==> src/rtl/ysyx_22041211_mem_arbiter.sv <==
// ============================================================================
// ysyx_22041211_mem_arbiter
//
// Purpose
//   Shares one data-memory port between the instruction fetch unit (read-only)
//   and the load/store unit. The LSU always has priority over the IFU. Only one
//   transaction is in flight at a time:
//       IDLE -> REQ -> WAIT -> RESP -> IDLE
//   A 1-bit owner register records which requester was granted. The response
//   is routed back to that requester.
//
// Ports
//   clk, rst                 clock and synchronous active-high reset
//   ifu_req_valid/ready      IFU request handshake
//   ifu_raddr                IFU fetch address
//   ifu_resp_valid           one-cycle pulse when ifu_rdata is valid
//   ifu_rdata, ifu_resp_err  IFU response data and timeout flag
//   lsu_req_valid/ready      LSU request handshake
//   lsu_wen                  1 = store, 0 = load
//   lsu_addr, lsu_wdata      LSU address and store data
//   lsu_mask                 LSU byte mask
//   lsu_resp_valid           one-cycle pulse when the load data is valid or
//                            the store is done
//   lsu_rdata, lsu_resp_err  LSU response data (0 for stores) and timeout flag
//   mem_req_valid/ready      memory request handshake; mem_* is held stable
//                            until the memory accepts the request
//   mem_wen, mem_addr        registered copy of the granted request
//   mem_wdata, mem_mask      registered copy of the granted request
//   mem_resp_valid           memory response or write acknowledge
//   mem_rdata                memory read data
//
// Configuration
//   YSYX_22041211_ARB_TIMEOUT_EN
//     When this macro is defined, a WAIT that lasts TIMEOUT_CYCLES cycles
//     without mem_resp_valid completes with rdata = 32'hDEAD_BEEF and sets the
//     owner's resp_err flag.
//     When the macro is undefined, WAIT waits with no limit and both err
//     outputs are tied to 0.
// ============================================================================
module ysyx_22041211_mem_arbiter #(
    parameter int DATA_LEN       = 32,
    parameter int ADDR_LEN       = 32,
    parameter int TIMEOUT_CYCLES = 255
) (
    input  logic                clk,
    input  logic                rst,
    input  logic                ifu_req_valid,
    output logic                ifu_req_ready,
    input  logic [ADDR_LEN-1:0] ifu_raddr,
    output logic                ifu_resp_valid,
    output logic [DATA_LEN-1:0] ifu_rdata,
    input  logic                lsu_req_valid,
    output logic                lsu_req_ready,
    input  logic                lsu_wen,
    input  logic [ADDR_LEN-1:0] lsu_addr,
    input  logic [DATA_LEN-1:0] lsu_wdata,
    input  logic [7:0]          lsu_mask,
    output logic                lsu_resp_valid,
    output logic [DATA_LEN-1:0] lsu_rdata,
    output logic                lsu_resp_err,
    output logic                ifu_resp_err,
    output logic                mem_req_valid,
    input  logic                mem_req_ready,
    output logic                mem_wen,
    output logic [ADDR_LEN-1:0] mem_addr,
    output logic [DATA_LEN-1:0] mem_wdata,
    output logic [7:0]          mem_mask,
    input  logic                mem_resp_valid,
    input  logic [DATA_LEN-1:0] mem_rdata
);

    typedef enum logic [1:0] {IDLE, REQ, WAIT, RESP} state_t;

    localparam logic OWNER_IFU = 1'b0;
    localparam logic OWNER_LSU = 1'b1;

    state_t                state_q,          state_d;
    logic                  owner_q,          owner_d;
    logic                  mem_req_valid_q,  mem_req_valid_d;
    logic                  mem_wen_q,        mem_wen_d;
    logic [ADDR_LEN-1:0]   mem_addr_q,       mem_addr_d;
    logic [DATA_LEN-1:0]   mem_wdata_q,      mem_wdata_d;
    logic [7:0]            mem_mask_q,       mem_mask_d;
    logic                  ifu_resp_valid_q, ifu_resp_valid_d;
    logic                  lsu_resp_valid_q, lsu_resp_valid_d;
    logic [DATA_LEN-1:0]   ifu_rdata_q,      ifu_rdata_d;
    logic [DATA_LEN-1:0]   lsu_rdata_q,      lsu_rdata_d;

    logic idle;
    logic resp_done;                // WAIT finishes this cycle
    logic [DATA_LEN-1:0] resp_data; // data routed to the owner's rdata register

    // The readies are gated by rst, so nothing can be accepted while the
    // arbiter is being reset.
    assign idle          = (state_q == IDLE) && !rst;
    assign lsu_req_ready = idle;
    assign ifu_req_ready = idle && !lsu_req_valid;

`ifdef YSYX_22041211_ARB_TIMEOUT_EN
    localparam int CNT_W = $clog2(TIMEOUT_CYCLES + 1);

    logic [CNT_W-1:0] tmo_cnt_q,      tmo_cnt_d;
    logic             ifu_resp_err_q, ifu_resp_err_d;
    logic             lsu_resp_err_q, lsu_resp_err_d;
    logic             timed_out;

    assign timed_out = (state_q == WAIT) && !mem_resp_valid
                       && (tmo_cnt_q == CNT_W'(TIMEOUT_CYCLES));
    assign resp_done = ((state_q == WAIT) && mem_resp_valid) || timed_out;
    assign resp_data = timed_out ? DATA_LEN'(32'hDEAD_BEEF)
                     : (mem_wen_q ? '0 : mem_rdata);

    always_comb begin
        tmo_cnt_d      = tmo_cnt_q;
        ifu_resp_err_d = ifu_resp_err_q;
        lsu_resp_err_d = lsu_resp_err_q;
        if (state_q == REQ) begin
            // Clear the counter on the way into WAIT.
            tmo_cnt_d = '0;
        end else if (state_q == WAIT && !resp_done) begin
            tmo_cnt_d = tmo_cnt_q + 1'b1;
        end
        // A normal response clears the owner's error flag. A timeout sets it.
        if (resp_done) begin
            if (owner_q == OWNER_LSU) lsu_resp_err_d = timed_out;
            else                      ifu_resp_err_d = timed_out;
        end
    end

    always_ff @(posedge clk) begin
        if (rst) begin
            tmo_cnt_q      <= '0;
            ifu_resp_err_q <= 1'b0;
            lsu_resp_err_q <= 1'b0;
        end else begin
            tmo_cnt_q      <= tmo_cnt_d;
            ifu_resp_err_q <= ifu_resp_err_d;
            lsu_resp_err_q <= lsu_resp_err_d;
        end
    end

    assign ifu_resp_err = ifu_resp_err_q;
    assign lsu_resp_err = lsu_resp_err_q;
`else
    assign resp_done    = (state_q == WAIT) && mem_resp_valid;
    assign resp_data    = mem_wen_q ? '0 : mem_rdata;
    assign ifu_resp_err = 1'b0;
    assign lsu_resp_err = 1'b0;
`endif

    always_comb begin
        state_d          = state_q;
        owner_d          = owner_q;
        mem_req_valid_d  = mem_req_valid_q;
        mem_wen_d        = mem_wen_q;
        mem_addr_d       = mem_addr_q;
        mem_wdata_d      = mem_wdata_q;
        mem_mask_d       = mem_mask_q;
        ifu_resp_valid_d = 1'b0;
        lsu_resp_valid_d = 1'b0;
        ifu_rdata_d      = ifu_rdata_q;
        lsu_rdata_d      = lsu_rdata_q;
        unique case (state_q)
            IDLE: begin
                if (lsu_req_valid) begin
                    owner_d         = OWNER_LSU;
                    mem_wen_d       = lsu_wen;
                    mem_addr_d      = lsu_addr;
                    mem_wdata_d     = lsu_wdata;
                    mem_mask_d      = lsu_mask;
                    mem_req_valid_d = 1'b1;
                    state_d         = REQ;
                end else if (ifu_req_valid) begin
                    owner_d         = OWNER_IFU;
                    mem_wen_d       = 1'b0;
                    mem_addr_d      = ifu_raddr;
                    mem_wdata_d     = '0;
                    mem_mask_d      = 8'h0F;
                    mem_req_valid_d = 1'b1;
                    state_d         = REQ;
                end
            end
            REQ: begin
                if (mem_req_ready) begin
                    mem_req_valid_d = 1'b0;
                    state_d         = WAIT;
                end
            end
            WAIT: begin
                if (resp_done) begin
                    if (owner_q == OWNER_LSU) begin
                        lsu_rdata_d      = resp_data;
                        lsu_resp_valid_d = 1'b1;
                    end else begin
                        ifu_rdata_d      = resp_data;
                        ifu_resp_valid_d = 1'b1;
                    end
                    state_d = RESP;
                end
            end
            RESP: state_d = IDLE;
            default: state_d = IDLE;
        endcase
    end

    always_ff @(posedge clk) begin
        if (rst) begin
            state_q          <= IDLE;
            owner_q          <= OWNER_IFU;
            mem_req_valid_q  <= 1'b0;
            mem_wen_q        <= 1'b0;
            mem_addr_q       <= '0;
            mem_wdata_q      <= '0;
            mem_mask_q       <= '0;
            ifu_resp_valid_q <= 1'b0;
            lsu_resp_valid_q <= 1'b0;
            ifu_rdata_q      <= '0;
            lsu_rdata_q      <= '0;
        end else begin
            state_q          <= state_d;
            owner_q          <= owner_d;
            mem_req_valid_q  <= mem_req_valid_d;
            mem_wen_q        <= mem_wen_d;
            mem_addr_q       <= mem_addr_d;
            mem_wdata_q      <= mem_wdata_d;
            mem_mask_q       <= mem_mask_d;
            ifu_resp_valid_q <= ifu_resp_valid_d;
            lsu_resp_valid_q <= lsu_resp_valid_d;
            ifu_rdata_q      <= ifu_rdata_d;
            lsu_rdata_q      <= lsu_rdata_d;
        end
    end

    assign mem_req_valid  = mem_req_valid_q;
    assign mem_wen        = mem_wen_q;
    assign mem_addr       = mem_addr_q;
    assign mem_wdata      = mem_wdata_q;
    assign mem_mask       = mem_mask_q;
    assign ifu_resp_valid = ifu_resp_valid_q;
    assign lsu_resp_valid = lsu_resp_valid_q;
    assign ifu_rdata      = ifu_rdata_q;
    assign lsu_rdata      = lsu_rdata_q;

endmodule

==> config.mk <==
export PLATFORM = sky130hd
export DESIGN_NAME = ysyx_22041211_mem_arbiter
export DESIGN_NICKNAME = d
export VERILOG_FILES = /design/src/rtl/ysyx_22041211_mem_arbiter.sv
export SDC_FILE = /design/constraint.sdc
export NUM_CORES = 1
export LEC_CHECK = 0
export BUFFER_PORTS_ARGS = -buffer_cell sky130_fd_sc_hd__clkbuf_2
export CAP_MARGIN = 20
export CORE_ASPECT_RATIO = 1.2
export CORE_UTILIZATION = 34
export CTS_BUF_LIST = sky130_fd_sc_hd__clkbuf_8 sky130_fd_sc_hd__clkbuf_16
export CTS_CLUSTER_SIZE = 16
export DETAILED_ROUTE_END_ITERATION = 10
export PLACE_DENSITY = 0.67
export SKIP_LAST_GASP = 1
export SLEW_MARGIN = 10
export SYNTH_ARGS = -nofsm -noshare
export SYNTH_HDL_FRONTEND = slang
export SYNTH_SLANG_ARGS = --single-unit
==> constraint.sdc <==
create_clock -name clk -period 1.35 [get_ports clk]
set_input_delay 0.27 -clock clk [delete_from_list [all_inputs] [get_ports clk]]
set_output_delay 0.27 -clock clk [all_outputs]
set_load 0.03 [all_outputs]
After elaboration in Yosys (flattened, before gate mapping)
Index checks and enable logic that the tools add are counted.
{ "word_totals": {"reg_bits": 143, "latchBits": 0, "ramBits": 0, "romBits": 0, "input_bits": 143, "output_inout_bits": 144, "wordCells": 55, "n_memories": 0} }
{ "op_classes": {"addsub": 0, "mul": 0, "n_div": 0, "n_lt_le_gt_ge": 0, "n_eq_ne": 6, "n_shift": 0, "n_mux": 21, "n_bitwise": 3, "n_reduce_logical": 14} }
{ "ops": {"columns": ["operator", "count"], "rows": [
  ["32-bit 2-to-1 mux", 5],
  ["8-bit 2-to-1 mux", 2],
  ["3-bit AND reduction", 4],
  ["1-bit 2-to-1 mux", 8],
  ["2-bit 2-to-1 mux", 4],
  ["2-bit case mux with 4 select lines", 1],
  ["2-bit equality test (second input constant)", 2],
  ["2-bit inequality test (second input constant)", 2],
  ["2-bit nonzero test", 2],
  ["1-bit logical AND", 3],
  ["3-bit inequality test (second input constant)", 1],
  ["1-bit inverter", 3],
  ["3-bit OR reduction", 1],
  ["2-bit by 1-bit equality test with 1-bit output (second input constant)", 1],
  ["1-bit logical NOT", 2],
  ["2-bit logical NOT", 1],
  ["1-bit case mux with 2 select lines", 1],
  ["2-bit AND reduction", 1]
]} }

Longest topological paths before layout
Gate-level depths: netlist (run 1).
{ "logic_depth": {"word_depth": 4, "mapped_depth": 7} }

Worst setup path before layout (run 1)
OpenSTA, ideal clock, no wires.
{ "synth_timing": {"path_type": "flip-flop to output port", "startpoint": "reg state_q[0]", "endpoint": "out ifu_req_ready", "arrival_ns": 1.759, "required_ns": 1.080, "slack_ns": -0.679, "path_stages_with_launch": 6, "n_path_buf": 1, "path_cell_list": "dfxtp_1 inv_1 ha_1 buf_2 nor2b_1 nor2b_1"} }
{ "synth_between": {"elab_chain_len": 3} }
{ "synth_rtl": {"columns": ["element", "line_no", "rtl"], "rows": [
  ["from (decl)", "77", "state_t state_q, state_d;"],
  ["from (signal assigned)", "220", "state_q <= state_d;"],
  ["2-bit logical NOT", "95", "assign idle = (state_q == IDLE) && !rst;"],
  ["1-bit logical AND", "95", null],
  ["net lsu_req_ready", "53", "output logic lsu_req_ready,"],
  ["1-bit logical AND", "97", "assign ifu_req_ready = idle && !lsu_req_valid;"],
  ["to (decl)", "48", "output logic ifu_req_ready,"]
]} }
The timed path passes the listed nets, and every way through them passes these cells.

Worst setup path after layout (run 1)
{ "layout_timing": {"startpoint": "reg state_q[1]", "endpoint": "out ifu_req_ready"} }
{ "layout_between": {"elab_chain_len": 3} }
{ "layout_rtl": {"columns": ["element", "line_no"], "rows": [
  ["2-bit logical NOT", "95"],
  ["1-bit logical AND", "95"],
  ["1-bit logical AND", "97"]
]} }
Every way passes these cells.

==> tab_implementation.tex, run 1 <==
\begin{tabular}{lr}
\hline
Metric & Value \\
\hline
\multicolumn{2}{l}{\textbf{Floorplan}} \\
\quad Effective utilization at floorplan & 0.349 \\
\quad Area enclosed by the die boundary & 17,200 um\^{}2 \\
\quad Number of top-level pins & 287 \\
\quad Placeable core region & 16,300 um\^{}2 \\
\quad Row count & 51 \\
\quad Die height & 144 um \\
\quad Die span in x & 120 um \\
\multicolumn{2}{l}{\textbf{Detailed routing}} \\
\quad 1st-pass router iterations & 4 \\
\quad Wirelength per Cell & 16.5 um \\
\quad Number of routed nets with antenna violations & 0 \\
\quad Total via count in the routed design & 5,958 \\
\quad Drt initial violations & 267 \\
\quad Ratio of routed vias to standard cells & 4.88 \\
\quad Post-route DRC violation count & 0 \\
\quad Final wirelength & 20,100 um \\
\multicolumn{2}{l}{\textbf{Final layout}} \\
\quad ANT cells & 0 \\
\quad Highest-count cells in the layout ignoring fill and taps & 279 x clkbuf\_2, 140 x dfxtp\_1, 129 x nand2\_1, 53 x a21oi\_1, 51 x a21oi\_2 \\
\quad Share of final-layout standard cells stronger than drive strength 1 & 0.533 \\
\quad Area grow syn2layout & 67.1\% \\
\quad Final standard cell count with taps included and fillers excluded & 1,221 \\
\quad Number of nets in the final layout & 1,142 \\
\quad Non-Filler Cell Area, Final & 9500 um\^{}2 \\
\quad Utilization after layout & 0.584 \\
\quad Leading cell type in the layout, fill and taps excluded & clkbuf\_2 \\
\multicolumn{2}{l}{\textbf{Timing}} \\
\quad Final setup violation count & 143 \\
\quad Setup tns final & -23.49 ns \\
\quad Largest clock skew in the final design & 0.00784 ns \\
\quad Post-route worst setup slack & -0.300 ns \\
\quad Slew Viols, Final & 0 \\
\quad Hold slack & 0.103 ns \\
\quad Setup repair after global routing missed its margin & true \\
\quad Final Hold Viols & 0 \\
\quad Max Fclk & 606 MHz \\
\quad Post-layout minimum cycle time & 1.65 ns \\
\quad Final worst-path cycle share & 1.22 \\
\multicolumn{2}{l}{\textbf{Critical path}} \\
\quad Category of the critical setup timing path & register to primary output \\
\quad Crit path launch type & register \\
\quad Worst endpoint required time & 1.08 ns \\
\quad Critical Path End Type & primary output \\
\quad Crit path arrival time & 1.38 ns \\
\quad Crit-path max FO & 2 \\
\multicolumn{2}{l}{\textbf{Worst hold path}} \\
\quad Worst Hold Class & input port to register \\
\multicolumn{2}{l}{\textbf{Logic synthesis}} \\
\quad Synth top area share & 0.503 \\
\quad Mean area per synthesized cell & 8.34 um\^{}2 \\
\quad Number of distinct library cells after synthesis & 26 \\
\quad Sequential area share after synthesis & 0.503 \\
\quad Library cell with the largest summed area after synthesis & dfxtp\_1 \\
\quad Yosys warning count & 0 \\
\quad Mapped cell area & 5690 um\^{}2 \\
\quad Top cells by area, synth & dfxtp\_1 50\%, nand2\_1 11\%, a21oi\_1 9.2\% \\
\quad Post-Syn Instances & 682 \\
\quad Post-synthesis sequential element count & 143 \\
\multicolumn{2}{l}{\textbf{GRT}} \\
\quad Met3 track utilization from global routing & 0.0480 \\
\quad First-pass GRT wire length & 27,700 um \\
\quad Global Route Usage Sum & 0.211 \\
\quad Via count of the first global-routing pass & 5,227 \\
\quad Maximum number of pins on one net before global-route repair & 79 \\
\quad Layer with the highest usage & met2 \\
\quad Initial antenna violation count & 0 \\
\quad Met1 global-route usage & 0.237 \\
\quad Aggregate global routing overflow & 0 \\
\quad Fraction of met2 tracks used by global routing & 0.383 \\
\multicolumn{2}{l}{\textbf{Status}} \\
\quad Outcome & finished with violations \\
\quad Violated checks & setup timing \\
\multicolumn{2}{l}{\textbf{Placed design}} \\
\quad Pre-CTS worst setup slack & -0.0679 ns \\
\quad Estimated wirelength of the detail-placed design & 11,200 um \\
\quad IO buf count & 284 \\
\quad Final RePlAce weighted congestion & 0.810 \\
\quad Area of placed instances & 7420 um\^{}2 \\
\quad Dpl cells & 1,142 \\
\multicolumn{2}{l}{\textbf{Power}} \\
\quad Power per cell area & 1980 nW/um\^{}2 \\
\quad Overall Power & 18.8 mW \\
\quad Worst IR drop on VDD & 1.31 mV \\
\quad Leak & 4.24 nW \\
\multicolumn{2}{l}{\textbf{Clocking}} \\
\quad Clock tree root buffer cell & clkbuf\_16 \\
\quad Number of buffers created by CTS & 17 \\
\quad Worst-path clk slew & 0.06 ns \\
\quad Clock buffer depth & 2 \\
\quad Number of buffers added to fix hold violations after cts & 0 \\
\quad CTS tree & done \\
\quad Number of sinks driven by the clock tree & 143 \\
\quad Depth of the CTS H-tree & 4 \\
\quad Worst-skew pair later-pin latency & 0.41 ns \\
\multicolumn{2}{l}{\textbf{Run}} \\
\quad Number of max-cap violations & 0 \\
\hline
\end{tabular}
==> report_power, final <==
group	total (mW)	internal, mW	leakage (nW)	switching, mW
Clock	4.62	2.76	0.287	1.86
Sequential	5.37	4.92	1.17	0.455
Combinational	8.84	3.99	2.79	4.85
Total	18.8	11.7	4.24	7.16
==> cell usage after synthesis (all sizes together) <==
library cell    n
a21oi         104
conb            1
o21ai           5
and3            1
a2111oi         1
nand3          38
buf            35
ha              3
nor2           41
a211oi         32
and3b           1
o21a            2
nand2b          3
nand2         168
inv             5
mux2i          33
nand3b          5
a222oi          1
nor2b          34
clkbuf         26
dfxtp         143
==> worst paths after layout <==
kind,start,to,slack (ns),depth (start not counted)
worst max-delay path,state_q[1]$_SDFFE_PP0P_,ifu_req_ready,-0.30,5
worst max register to register,state_q[1]$_SDFFE_PP0P_,mem_wdata[23]$_SDFFE_PP0P_,-0.26,9
worst min register to register,mem_wdata[18]$_SDFFE_PP0P_,mem_wdata[18]$_SDFFE_PP0P_,0.45,2
worst min-delay path,lsu_wdata[20],mem_wdata[20]$_SDFFE_PP0P_,0.10,3
==> state kept, by name, summed over array words and instances (netlist names) <==
| register | count |
|---|---|
| ifu_rdata | 32 |
| mem_addr | 32 |
| mem_req_valid | 1 |
| mem_wen | 1 |
| lsu_rdata | 32 |
| mem_mask | 8 |
| ifu_resp_valid | 1 |
| mem_wdata | 32 |
| lsu_resp_valid | 1 |
| owner_q | 1 |
| state_q | 2 |
==> area by class of cell <==
cell class	instances	area, um^2
clock buffers	18	439
repair buffers	355	2640
flip-flops and latches	143	2870
fillers	1478	6770
inverters	5	18.8
clock inverters	14	143
multi-input cells	474	3130
well taps	212	265
==> layer usage <==
metal,vias up,wire length (um),part of all wire
met2,233,10500,0.52
li1,2917,-,-
met1,2773,7950,0.40
met3,35,1100,0.055
met4,0,527,0.026
met5,-,0,0
==> logic make-up after synthesis <==
logic type,count (synthesis),synth area share
AO/OA/AOI/OAI,145,0.154
adder cells (fa/ha/maj),3,0.00660
buffers and inverters,66,0.0559
flip-flops,143,0.503
multiplexers,33,0.0581
other,1,0.000659
AND/OR/NAND/NOR,291,0.221
==> worst max-delay path, stage by stage (launching register included) <==
cell     delay, ns
dfxtp_2       0.32
inv_2         0.08
ha_4          0.14
nor2b_4       0.14
nor2b_4       0.16
buf_8         0.13
==> timing repair <==
item | in CTS | in global routing
gates resized for setup | 84 | 129
endpoints found under the setup margin | 75 | 146
pin swaps | 25 | 34
setup buffers | 17 | 7
cloned | 15 | 11
Power figures use the tool's default switching activity.
==> run 2, diff against run 1 <==
--- a/config.mk
+++ b/config.mk
@@ -8,11 +8,12 @@
 export BUFFER_PORTS_ARGS = -buffer_cell sky130_fd_sc_hd__clkbuf_2
 export CAP_MARGIN = 20
 export CORE_ASPECT_RATIO = 1.2
-export CORE_UTILIZATION = 34
+export CORE_MARGIN = 3
+export CORE_UTILIZATION = 41
 export CTS_BUF_LIST = sky130_fd_sc_hd__clkbuf_8 sky130_fd_sc_hd__clkbuf_16
 export CTS_CLUSTER_SIZE = 16
 export DETAILED_ROUTE_END_ITERATION = 10
-export PLACE_DENSITY = 0.67
+export PLACE_DENSITY = 0.78
 export SKIP_LAST_GASP = 1
 export SLEW_MARGIN = 10
 export SYNTH_ARGS = -nofsm -noshare
==> run 2 against run 1 <==
  * The flow still finishes with violations (setup timing)
  * Via count rose by 5.7%
  * Fmax fell by 0.24%
  * Worst setup slack got worse by 0.0040 ns
  * Register-to-register slack got worse by 0.02 ns
  * Critical endpoint unchanged
==> tab_implementation.tex, run 2 (synthesis results as in run 1) <==
\begin{tabular}{lr}
\hline
Metric & Value \\
\hline
\multicolumn{2}{l}{\textbf{Power}} \\
\quad P\_int & 12.8 mW (+9.8\%) \\
\quad Worst IR drop on VDD & 1.73 mV (+33\%) \\
\quad Power per cell area & 2040 nW/um\^{}2 (+2.7\%) \\
\quad Switching fraction of total power & 0.370 (-0.0103) \\
\quad Sequential share of power & 0.268 (-0.017) \\
\quad Leak & 4.48 nW (+5.6\%) \\
\quad Gate power share & 0.458 (-0.011) \\
\quad Power dissipated by switching net loads & 7.53 mW (+5.1\%) \\
\quad Share of power burned in the clock network & 0.274 (+0.029) \\
\multicolumn{2}{l}{\textbf{Placed design}} \\
\quad Estimated wirelength of the detail-placed design & 11,600 um (+4.4\%) \\
\quad IO buf count & 284 (unchanged) \\
\quad Pre-CTS worst setup slack & -0.0441 ns (+0.0238 ns) \\
\quad Dpl cells & 1,101 (-3.6\%) \\
\quad Final RePlAce weighted congestion & 0.786 (-3.0\%) \\
\multicolumn{2}{l}{\textbf{Critical path}} \\
\quad Crit path launch type & register \\
\quad Crit path buffers/inverters & 2 (unchanged) \\
\quad Reg-to-Reg Start & state\_q[0]\$\_SDFFE\_PP0P\_ \\
\quad Slowest-stage cell, CP & dfxtp\_2 \\
\quad Peak per-stage delay on the critical path & 0.32 ns (about the same) \\
\quad Crit path arrival time & 1.38 ns (about the same) \\
\quad Category of the critical setup timing path & register to primary output \\
\quad Reg2Reg Setup Slack & -0.28 ns (-0.02 ns) \\
\quad Critical Path End Type & primary output \\
\quad Cell-by-cell listing of the critical path & inv\_2 > ha\_4 > nor2b\_4 > nor2b\_4 > buf\_8 \\
\quad Worst endpoint required time & 1.08 ns (about the same) \\
\quad Crit-path max FO & 2 (unchanged) \\
\quad Critical R2R Capture & mem\_wdata[11]\$\_SDFFE\_PP0P\_ \\
\quad R2R depth & 9 (unchanged) \\
\quad Worst path most repeated cell & nor2b\_4 \\
\quad Cell family with most CP delay & flip-flops \\
\multicolumn{2}{l}{\textbf{Run}} \\
\quad Number of max-cap violations & 0 (unchanged) \\
\multicolumn{2}{l}{\textbf{Clocking}} \\
\quad Number of sinks driven by the clock tree & 143 (unchanged) \\
\quad Worst-path clk slew & 0.06 ns (about the same) \\
\quad Number of buffers created by CTS & 17 (unchanged) \\
\quad Depth of the CTS H-tree & 4 (unchanged) \\
\quad Clock tree root buffer cell & clkbuf\_16 \\
\quad Number of buffers added to fix hold violations after cts & 0 (unchanged) \\
\quad Clock buffer depth & 2 (unchanged) \\
\quad Worst-skew pair later-pin latency & 0.41 ns (about the same) \\
\quad CTS tree & done \\
\multicolumn{2}{l}{\textbf{Timing}} \\
\quad Post-layout minimum cycle time & 1.65 ns (+0.00400 ns) \\
\quad Final worst-path cycle share & 1.23 (+0.00296) \\
\quad Setup repair after global routing missed its margin & true \\
\quad Largest clock skew in the final design & 0.0179 ns (+0.0101 ns) \\
\quad Post-route worst setup slack & -0.304 ns (-0.00400 ns) \\
\quad Final setup violation count & 140 (-2.1\%) \\
\quad Final Hold Viols & 0 (unchanged) \\
\quad Max Fclk & 605 MHz (-0.24\%) \\
\quad Transition at the pin with the smallest max-transition slack & 0.506 ns \\
\quad Slew headroom & 0.661 \\
\quad Slew Viols, Final & 0 (unchanged) \\
\multicolumn{2}{l}{\textbf{Final layout}} \\
\quad Area grow syn2layout & 75.8\% \\
\quad Share of final-layout standard cells stronger than drive strength 1 & 0.601 (+0.0680) \\
\quad Highest-count cells in the layout ignoring fill and taps & 279 x clkbuf\_2, 140 x dfxtp\_1, 87 x nand2\_1, 67 x a21oi\_2, 48 x nand2\_4 \\
\quad Area taken by flip-flops and latches & 2870 um\^{}2 (unchanged) \\
\quad Count of filler cells inserted in the layout & 894 (-40\%) \\
\quad Number of nets in the final layout & 1,146 (+0.35\%) \\
\quad Final standard cell count with taps included and fillers excluded & 1,181 (-3.3\%) \\
\quad ANT cells & 0 (unchanged) \\
\quad Total area of multi-input combinational cells & 3510 um\^{}2 (+12\%) \\
\quad Leading cell type in the layout, fill and taps excluded & clkbuf\_2 \\
\quad Utilization after layout & 0.745 (+0.161) \\
\multicolumn{2}{l}{\textbf{GRT}} \\
\quad First-pass GRT wire length & 26,800 um (-3.2\%) \\
\quad Maximum number of pins on one net before global-route repair & 60 (-24\%) \\
\quad Via count of the first global-routing pass & 5,442 (+4.1\%) \\
\quad Global Route Usage Sum & 0.218 (+0.00707) \\
\quad Initial antenna violation count & 0 (unchanged) \\
\quad Aggregate global routing overflow & 0 (unchanged) \\
\multicolumn{2}{l}{\textbf{Detailed routing}} \\
\quad Post-route DRC violation count & 0 (unchanged) \\
\quad Number of routed nets with antenna violations & 0 (unchanged) \\
\quad Ratio of routed vias to standard cells & 5.33 (+9.3\%) \\
\quad Final wirelength & 22,500 um (+12\%) \\
\quad 1st-pass router iterations & 5 (+1) \\
\quad Total via count in the routed design & 6,297 (+5.7\%) \\
\quad Wirelength per Cell & 19.0 um (+16\%) \\
\quad Drt initial violations & 367 (+37\%) \\
\multicolumn{2}{l}{\textbf{Worst hold path}} \\
\quad Worst Hold Launch & lsu\_wdata[25] \\
\quad Worst hold path endpoint & mem\_wdata[25]\$\_SDFFE\_PP0P\_ \\
\quad Worst Hold Class & input port to register \\
\quad Number of stages on the worst hold path & 3 (unchanged) \\
\multicolumn{2}{l}{\textbf{Floorplan}} \\
\quad Die span in x & 114 um (-5.5\%) \\
\quad Number of top-level pins & 287 (unchanged) \\
\quad Row count & 46 (-9.8\%) \\
\quad Area enclosed by the die boundary & 15,300 um\^{}2 (-11\%) \\
\quad Die height & 135 um (-6.0\%) \\
\quad Placeable core region & 13,400 um\^{}2 (-18\%) \\
\quad Effective utilization at floorplan & 0.424 (+0.0746) \\
\multicolumn{2}{l}{\textbf{Status}} \\
\quad Violated checks & setup timing \\
\quad Outcome & finished with violations \\
\hline
\end{tabular}
==> run 2: cell count changes in the layout (fill, tap and decap cells not counted), moves of 7 or more <==
cell | before | now
a21oi_2 | 51 | 67
nand2_4 | 13 | 48
a211oi_2 | 24 | 31
a21oi_1 | 53 | 37
a211oi_1 | 8 | 0
nand2_1 | 129 | 87
clkbuf_16 | 25 | 35
nand2_2 | 26 | 33
buf_16 | 13 | 6
==> run 2: tightest hold or removal path: stages <==
cell and delay [ns]:
clkbuf_2 0.09, nand3_2 0.07, a21oi_2 0.04
==> run 2: layout make-up <==
| cell class | count | area share |
|---|---|---|
| clock buffer | 23 | 0.0508 |
| clock inverter | 9 | 0.0200 |
| inverter | 5 | 0.00188 |
| multi-input combinational | 474 | 0.352 |
| sequential | 143 | 0.287 |
| tap | 168 | 0.0210 |
| timing repair buffer | 359 | 0.268 |
==> run 2: power groups by stage <==
stage	sequential [mW]	clock (mW)	combinational, mW
floorplan	6.58	0	2.59
global placement	5.34	0	5.38
detailed placement	5.36	0	5.46
CTS	5.27	5.62	6.33
global route	5.52	5.83	9.80
finish	5.45	5.57	9.32
==> run 2: metrics by stage <==
step	hold slack (ns)	total power, mW	TNS, ns	area [um^2]
after detailed placement	0.444	10.8	-0.0750	7400
after global routing	0.104	21.1	-29.17	10000
final	0.110	20.3	-20.96	10000
after global placement	0.438	10.7	-0.00906	7400
after CTS	0.0950	17.2	-6.84	8390
after floorplan	0.438	9.17	-0.0799	5730
==> run 2: how the worst max path moves through the flow <==
stage                                 start                      end  slack [ns]  cells after the start
floorplan           state_q[1]$_SDFFE_PP0P_            ifu_req_ready       -0.08                      5
global placement    state_q[0]$_SDFFE_PP0P_  state_q[1]$_SDFFE_PP0P_      -0.009                      4
detailed placement  state_q[0]$_SDFFE_PP0P_  state_q[1]$_SDFFE_PP0P_       -0.04                      4
CTS                 state_q[0]$_SDFFE_PP0P_            ifu_req_ready       -0.35                      5
global route        state_q[1]$_SDFFE_PP0P_            ifu_req_ready       -0.35                      5
finish              state_q[1]$_SDFFE_PP0P_            ifu_req_ready       -0.30                      5
==> run 2: timing repair <==
action	CTS	global route
buffers inserted	5	14
gates resized for setup	16	289
pin swaps	4	99
endpoints found under the setup margin	14	142
cloned	6	26
==> run 2: layer usage <==
metal | global-route usage | up-vias | part of all wire
met5 | 0 | - | 0
met2 | 0.381 | 316 | 0.52
met1 | 0.250 | 2968 | 0.36
li1 | - | 2931 | -
met3 | 0.0619 | 82 | 0.069
met4 | 0.0835 | 0 | 0.046
